<file path="src/rtl/brent_kung_operand_recover.sv">
// rtl/brent_kung_operand_recover.sv - digit-serial recovery of an addend from a BrentKung adder sum
//
// Recovers a = sum - b, working DIGIT bits per cycle from the LSB up, and flags
// results that fall outside the unsigned WIDTH-bit range.
//
// Ports:
//   clk          rising-edge clock
//   rst_n        asynchronous active-low reset
//   in_valid     sum_i/b_i valid
//   in_ready     block is idle and will accept an operation
//   sum_i        adder sum, carry-out in the MSB (WIDTH+1 bits)
//   b_i          known addend (WIDTH bits)
//   out_valid    a_o/range_err_o valid
//   out_ready    consumer accepts the result
//   a_o          recovered addend, (sum_i - b_i) mod 2^WIDTH
//   range_err_o  sum_i - b_i lies outside [0, 2^WIDTH-1]

module brent_kung_operand_recover #(
    parameter int WIDTH = 12,
    parameter int DIGIT = 2
) (
    input  logic             clk,
    input  logic             rst_n,
    input  logic             in_valid,
    output logic             in_ready,
    input  logic [WIDTH:0]   sum_i,
    input  logic [WIDTH-1:0] b_i,
    output logic             out_valid,
    input  logic             out_ready,
    output logic [WIDTH-1:0] a_o,
    output logic             range_err_o
);

    localparam int NDIG  = WIDTH / DIGIT;
    localparam int IDX_W = (NDIG > 1) ? $clog2(NDIG) : 1;
    localparam logic [IDX_W-1:0] LAST_IDX = IDX_W'(NDIG - 1);

    generate
        if (WIDTH % DIGIT != 0) begin : g_bad_digit
            $error("WIDTH must be a multiple of DIGIT");
        end
    endgenerate

    typedef enum logic [1:0] {
        IDLE = 2'd0,
        CALC = 2'd1,
        DONE = 2'd2
    } state_t;

    state_t             state_q, state_d;
    logic [WIDTH:0]     sum_q, sum_d;
    logic [WIDTH-1:0]   b_q, b_d;
    logic [WIDTH-1:0]   a_q, a_d;
    logic               borrow_q, borrow_d;
    logic [IDX_W-1:0]   idx_q, idx_d;
    logic               err_q, err_d;

    // One digit of the subtraction; the extra top bit is the borrow out,
    // set exactly when the digit difference went negative.
    logic [DIGIT:0]     diff;

    always_ff @(posedge clk or negedge rst_n) begin
        if (!rst_n) begin
            state_q  <= IDLE;
            sum_q    <= '0;
            b_q      <= '0;
            a_q      <= '0;
            borrow_q <= 1'b0;
            idx_q    <= '0;
            err_q    <= 1'b0;
        end else begin
            state_q  <= state_d;
            sum_q    <= sum_d;
            b_q      <= b_d;
            a_q      <= a_d;
            borrow_q <= borrow_d;
            idx_q    <= idx_d;
            err_q    <= err_d;
        end
    end

    always_comb begin
        state_d  = state_q;
        sum_d    = sum_q;
        b_d      = b_q;
        a_d      = a_q;
        borrow_d = borrow_q;
        idx_d    = idx_q;
        err_d    = err_q;

        diff = {1'b0, sum_q[int'(idx_q) * DIGIT +: DIGIT]}
             - {1'b0, b_q[int'(idx_q) * DIGIT +: DIGIT]}
             - {{DIGIT{1'b0}}, borrow_q};

        case (state_q)
            IDLE: begin
                if (in_valid) begin
                    sum_d    = sum_i;
                    b_d      = b_i;
                    borrow_d = 1'b0;
                    idx_d    = '0;
                    state_d  = CALC;
                end
            end
            CALC: begin
                a_d[int'(idx_q) * DIGIT +: DIGIT] = diff[DIGIT-1:0];
                borrow_d = diff[DIGIT];
                if (idx_q == LAST_IDX) begin
                    // Carry-out set with no final borrow means sum >= 2^WIDTH;
                    // carry-out clear with a final borrow means sum < b.
                    err_d   = sum_q[WIDTH] ^ diff[DIGIT];
                    state_d = DONE;
                end else begin
                    idx_d = idx_q + 1'b1;
                end
            end
            DONE: begin
                if (out_ready) begin
                    state_d = IDLE;
                end
            end
            default: begin
                state_d = IDLE;
            end
        endcase
    end

    assign in_ready    = (state_q == IDLE);
    assign out_valid   = (state_q == DONE);
    assign a_o         = a_q;
    assign range_err_o = err_q;

endmodule

</file>
<file path="config.mk">
export PLATFORM = sky130hd
export DESIGN_NAME = brent_kung_operand_recover
export DESIGN_NICKNAME = d
export VERILOG_FILES = /design/src/rtl/brent_kung_operand_recover.sv
export SDC_FILE = /design/constraint.sdc
export NUM_CORES = 1
export LEC_CHECK = 0
export CAP_MARGIN = 20
export CORE_ASPECT_RATIO = 0.75
export CORE_MARGIN = 1.5
export CORE_UTILIZATION = 50
export DETAILED_ROUTE_END_ITERATION = 16
export PLACE_DENSITY = 0.78
export REMOVE_ABC_BUFFERS = 1
export SLEW_MARGIN = 20
export SYNTH_ARGS = -nofsm -noshare
export SYNTH_HDL_FRONTEND = slang
export SYNTH_SLANG_ARGS = --single-unit
</file>
<file path="constraint.sdc">
create_clock -name clk -period 3.25 [get_ports clk]
set_clock_uncertainty 0.15 [all_clocks]
set_input_delay 0.65 -clock clk [delete_from_list [all_inputs] [get_ports clk]]
set_output_delay 0.65 -clock clk [all_outputs]
set_load 0.02 [all_outputs]
</file>
==> impl_metrics.json, run 1 <==
{
  "status": "completed",
  "route.met3.wl_um": 216,
  "routabilityCongestion": 0.806,
  "synth_compound_area_frac": 0.0419,
  "rsz0062_at_grt": "false",
  "tightest_slew_ns": 0.678,
  "yosysWarnings": 0,
  "synthArstFlopShare": 1.00,
  "hold_buffers": 0,
  "die-area_sq_um": 4770,
  "die_height_um": 60.2,
  "synth_cell_type_count": 34,
  "gr-usage-all-layers": 0.210,
  "antenna_left": 0,
  "crit_family": "adder cells",
  "slew_headroom": 0.545,
  "crit_slowest_cell": "dfrtp_1",
  "drt-total-wl_mm": 4.46,
  "startpoint_type": "register",
  "min_period_over_period": 0.930,
  "synth_top_family_by_area": "multiplexers",
  "path_buf_inv": 1,
  "wl_met2_mm": 2.14,
  "area_growth_pct": 28.3,
  "start_util": 0.528,
  "drt_iter0_drc": 50,
  "worstSetupPathType": "reg2reg",
  "stdcell_area_sq_um": 2800,
  "r2r_slack_ns": 0.23,
  "postLayoutCoreUtil": 0.678,
  "diodes": 0,
  "overflow": 0,
  "syn_inst": 169,
  "clock_latency_ns": 0.30,
  "num_io_pins": 44,
  "wl_met1_mm": 2.03,
  "cts_resized": 0,
  "numPortBuffers": 43,
  "cts_tree": "yes",
  "drive_gt1_frac": 0.240,
  "period_minus_slack_ns": 3.02,
  "setup_viol": 0,
  "ys_seq_area_frac": 0.505,
  "final.setup.tns_ns": 0,
  "worstSetupEndpointType": "register",
  "syn_area_sq_um": 2180,
  "avgSynthCellArea_sq_um": 12.9,
  "synth_mux_area_frac": 0.264,
  "synth-adder-area-share": 0.0528,
  "clk_pin_slew_ns": 0.09,
  "peakVddDrop_uv": 458,
  "min_path_type": "in2async",
  "cts_made_buffers": 5,
  "top_layer_used": "met4",
  "cts.sinks": 44,
  "wl_per_cell_um": 16.4,
  "grt_max_degree": 45,
  "chipWidth_um": 79.3,
  "first_global_vias": 1558,
  "fp.coreArea_sq_um": 4130,
  "row_count": 20,
  "dpl_cell_area_sq_um": 2650,
  "worstPathArrival_ns": 3.05,
  "ys_ff_latch": 44,
  "maxCapViolCount": 0,
  "crit_fanout": 17,
  "htree_levels": 2,
  "cpMostUsedCell": "fa_1",
  "maxClockFrequency_mhz": 331,
  "synthSimpleGateAreaFrac": 0.102,
  "via_count": 1495,
  "crit_required_ns": 3.28,
  "p_per_area_nw_per_um2": 1070,
  "stdcell_count": 272,
  "path_cells": "mux2i_1 -> o22a_1 -> o31ai_1 -> fa_1 -> inv_1 -> fa_1 -> nand2b_1 -> nor2_1 -> mux2_4",
  "drt-pass1-iter-count": 4,
  "fin_nets": 253,
  "clockRootBuffer": "clkbuf_8",
  "dpl.hpwl_mm": 3.24,
  "drv_slew": 0,
  "post_cts.repair.setup_buffers": 0,
  "synth-edff-count": 0,
  "power.total_mw": 3.00,
  "leakage_nw": 1.22,
  "antenna_found_initial": 0,
  "dp.cells": 263,
  "synth_ff_type": "dfrtp_1",
  "synthXorXnorAreaFrac": 0.00402,
  "hold_violations": 0,
  "cts_buffer_depth": 2,
  "drc": 0,
  "cp_slowest_stage_delay_ns": 0.72,
  "grt_pass1_wl_mm": 7.46,
  "vias_per_cell": 5.50
}
==> area by class of cell <==
| class | instances | area, sq um |
|---|---|---|
| Clock buffer | 6 | 82.6 |
| Timing Repair Buffer | 46 | 468 |
| Sequential cell | 44 | 1100 |
| Clock inverter | 2 | 38.8 |
| Multi-Input combinational cell | 112 | 1010 |
| Tap cell | 55 | 68.8 |
| Fill cell | 314 | 1330 |
| Inverter | 7 | 26.3 |
==> synthesized netlist by cell type, types with 3 or more instances <==
cell type   n  area (sq um)
mux2_2     35           394
ha_1        6          75.1
nand3_1     3          15.0
nor2_1      6          22.5
buf_2       3          15.0
nor3_1      7          35.0
inv_1       7          26.3
dfrtp_1    44          1100
nand2b_1    4          25.0
nand2_1     7          26.3
nand3b_1    3          22.5
mux2i_1    14           140
==> routing by layer <==
metal  vias to the layer above  global-route usage
li1                        696                   -
met3                        10              0.0519
met1                       751               0.271
met2                        38               0.347
met5                         -                   0
met4                         0              0.0802
==> registers in the layout, summed over array words and instances (netlist names) <==
signal,count
sum_q,13
a_o,12
b_q,12
idx_q,3
state_q,2
borrow_q,1
range_err_o,1
==> final timing paths <==
| kind | endpoint | start | depth (start not counted) |
|---|---|---|---|
| worst max register to register | a_o[11]$_DFFE_PN0P_ | idx_q[0]$_DFFE_PN0P_ | 9 |
| worst min-delay path | b_q[5]$_DFFE_PN0P_ | rst_n | 1 |
| worst max-delay path | a_o[11]$_DFFE_PN0P_ | idx_q[0]$_DFFE_PN0P_ | 9 |
| max in group asynchronous | idx_q[1]$_DFFE_PN0P_ | rst_n | 2 |
| worst min register to register | sum_q[2]$_DFFE_PN0P_ | sum_q[2]$_DFFE_PN0P_ | 1 |
| min in group clk | sum_q[2]$_DFFE_PN0P_ | sum_q[2]$_DFFE_PN0P_ | 1 |
==> cells by family after synthesis <==
group	count (synthesis)
XOR/XNOR	1
AND/OR/NAND/NOR	38
AO/OA/AOI/OAI	13
multiplexers	52
flip-flops	44
adder cells (fa/ha/maj)	8
buffers and inverters	13
==> placed cells by master, fill, tap and decap left out, types with 4 or more instances in the layout <==
cell / count
clkbuf_8: 6
clkdlybuf4s50_1: 42
dfrtp_1: 44
ha_1: 6
inv_1: 7
mux2_2: 35
mux2i_1: 14
nand2_1: 7
nand2b_1: 4
nor2_1: 6
nor3_1: 7
==> power breakdown <==
part           switching [mW]  internal [mW]  total, mW
clock network           0.194          0.251      0.446
registers               0.218          0.811       1.03
logic                   0.758          0.767       1.53
==> metrics by stage <==
stage | hold WS (ns) | setup WS, ns
after floorplan | 0.204 | 0.552
after global placement | 0.331 | 0.431
after detailed placement | 0.326 | 0.273
after CTS | 0.352 | 0.249
after global routing | 0.233 | 0.113
final | 0.202 | 0.228
No activity file was read; power rests on OpenSTA's default activity.
==> inputs of run 2 (changes only) <==
CORE_UTILIZATION = 45   (was 50)
GPL_ROUTABILITY_DRIVEN = 0   (was not set)
PLACE_DENSITY = 0.71   (was 0.78)
==> impl_metrics.json, run 2 (same netlist as run 1, synthesis figures left out) <==
{
  "timing.reg2reg.worst_path_depth": 9,
  "setup_ws_ns": 0.386,
  "leakage_nw": 1.20,
  "drt-total-wl_mm": 4.33,
  "cts_tree": "yes",
  "die-area_sq_um": 5280,
  "maxCapViolCount": 0,
  "power_frac_clock": 0.120,
  "via_count": 1470,
  "dpl.hpwl_mm": 3.19,
  "drc": 0,
  "drive_gt1_frac": 0.230,
  "dpl_cell_area_sq_um": 2660,
  "final.setup.tns_ns": 0,
  "grt_pass1_wl_mm": 7.61,
  "grt_max_degree": 45,
  "post_cts.repair.setup_buffers": 0,
  "grt_use_met1": 0.252,
  "power.internal_mw": 1.75,
  "clk_pin_slew_ns": 0.08,
  "power.total_mw": 2.87,
  "slew_headroom": 0.576,
  "status": "completed",
  "period_minus_slack_ns": 2.86,
  "worstPathArrival_ns": 2.89,
  "clock_latency_ns": 0.29,
  "cp_slowest_stage_delay_ns": 0.68,
  "p_sw_frac": 0.390,
  "p_per_area_nw_per_um2": 1040,
  "overflow": 0,
  "crit_slowest_cell": "dfrtp_1",
  "peakVddDrop_uv": 516,
  "cts_made_buffers": 5,
  "crit_required_ns": 3.27,
  "diodes": 0,
  "tightest_slew_ns": 0.632,
  "startpoint_type": "register",
  "min_path_type": "in2async",
  "first_global_vias": 1583,
  "final_cell_mix": "dfrtp_1 (44), clkdlybuf4s50_1 (42), mux2_2 (35), mux2i_1 (14)",
  "top_register": "sum_q",
  "gr-usage-all-layers": 0.182,
  "num_io_pins": 44,
  "area_growth_pct": 26.2,
  "start_util": 0.477,
  "fp.coreArea_sq_um": 4570,
  "p_seq_frac": 0.358,
  "stdcell_area_sq_um": 2750,
  "worstSetupPathType": "reg2reg",
  "p_comb_frac": 0.522,
  "cts_buffer_depth": 2,
  "antenna_left": 0,
  "setup_viol": 0,
  "layout_commonest_cell": "dfrtp_1",
  "drt_iter0_drc": 78,
  "numPortBuffers": 43,
  "drv_slew": 0,
  "wl_per_cell_um": 15.8,
  "cpMostUsedCell": "fa_1",
  "path_cells": "mux2i_1 -> o22a_1 -> o31ai_1 -> fa_1 -> inv_1 -> fa_1 -> nand2b_1 -> nor2_1 -> mux2_2",
  "cts.sinks": 44,
  "use_met2": 0.283,
  "die_height_um": 63.3,
  "met3_usage": 0.0472,
  "maxClockFrequency_mhz": 349,
  "antenna_found_initial": 0,
  "largest_reg_flops": 13,
  "crit_fanout": 12,
  "vias_per_cell": 5.36,
  "row_count": 21,
  "chipWidth_um": 83.4,
  "hold_violations": 0,
  "drt-pass1-iter-count": 5,
  "grt_most_used_layer": "met2",
  "hold_buffers": 0,
  "dp_slack_ns": 0.409,
  "worstSetupEndpointType": "register",
  "p_sw_mw": 1.12,
  "fin_nets": 253,
  "cts_resized": 0,
  "htree_levels": 2,
  "fin_hold_ws_ns": 0.204,
  "clockRootBuffer": "clkbuf_8",
  "rsz0062_at_grt": "false",
  "min_period_over_period": 0.881
}
-- run 2: path summary, 6_finish.rpt --
path | startpoint | slack, ns | endpoint
setup / recovery | idx_q[1]$_DFFE_PN0P_ | 0.39 | a_o[5]$_DFFE_PN0P_
hold / removal | rst_n | 0.20 | range_err_o$_DFFE_PN0P_
setup reg to reg | idx_q[1]$_DFFE_PN0P_ | 0.39 | a_o[5]$_DFFE_PN0P_
hold reg to reg | sum_q[2]$_DFFE_PN0P_ | 0.34 | sum_q[2]$_DFFE_PN0P_
max in group asynchronous | rst_n | 2.37 | borrow_q$_DFFE_PN0P_
min in group clk | sum_q[2]$_DFFE_PN0P_ | 0.34 | sum_q[2]$_DFFE_PN0P_
-- run 2: layout make-up --
class / count / area, sq um
clock buffer: 8 / 90.1
fill: 367 / 1820
inverter: 7 / 26.3
multi-input combinational: 112 / 1010
sequential: 44 / 1100
tap: 57 / 71.3
timing repair buffer: 46 / 450
-- run 2: critical path, delay by kind of cell, from the launching register on --
kind / cells / cell delay, ns
fa+ha+maj: 2 / 0.84
flops: 1 / 0.68
mux: 2 / 0.53
compound gates: 2 / 0.24
simple gates: 2 / 0.23
buf+inv: 1 / 0.08
-- run 2: layer usage --
layer  share of wire  vias to the layer above
met1            0.50                      735
met4           0.011                        0
met5               0                        -
li1                -                      697
met2            0.45                       34
met3           0.046                        4
-- run 2: stage by stage --
step / instances / util
global route: 274 / 0.602
global placement: 266 / 0.582
floorplan: 163 / -
finish: 274 / 0.602
CTS: 274 / 0.601
detailed placement: 266 / 0.582
-- run 2: power groups by stage --
| stage | registers, mW | logic (mW) | clock network, mW |
|---|---|---|---|
| 5_1_grt | 1.07 | 1.65 | 0.378 |
| 2_1_floorplan | 1.07 | 0.968 | 0 |
| 4_1_cts | 1.03 | 1.51 | 0.359 |
| 3_5_place_dp | 1.04 | 1.50 | 0 |
| 6_report | 1.03 | 1.50 | 0.344 |
| 3_3_place_gp | 1.04 | 1.46 | 0 |
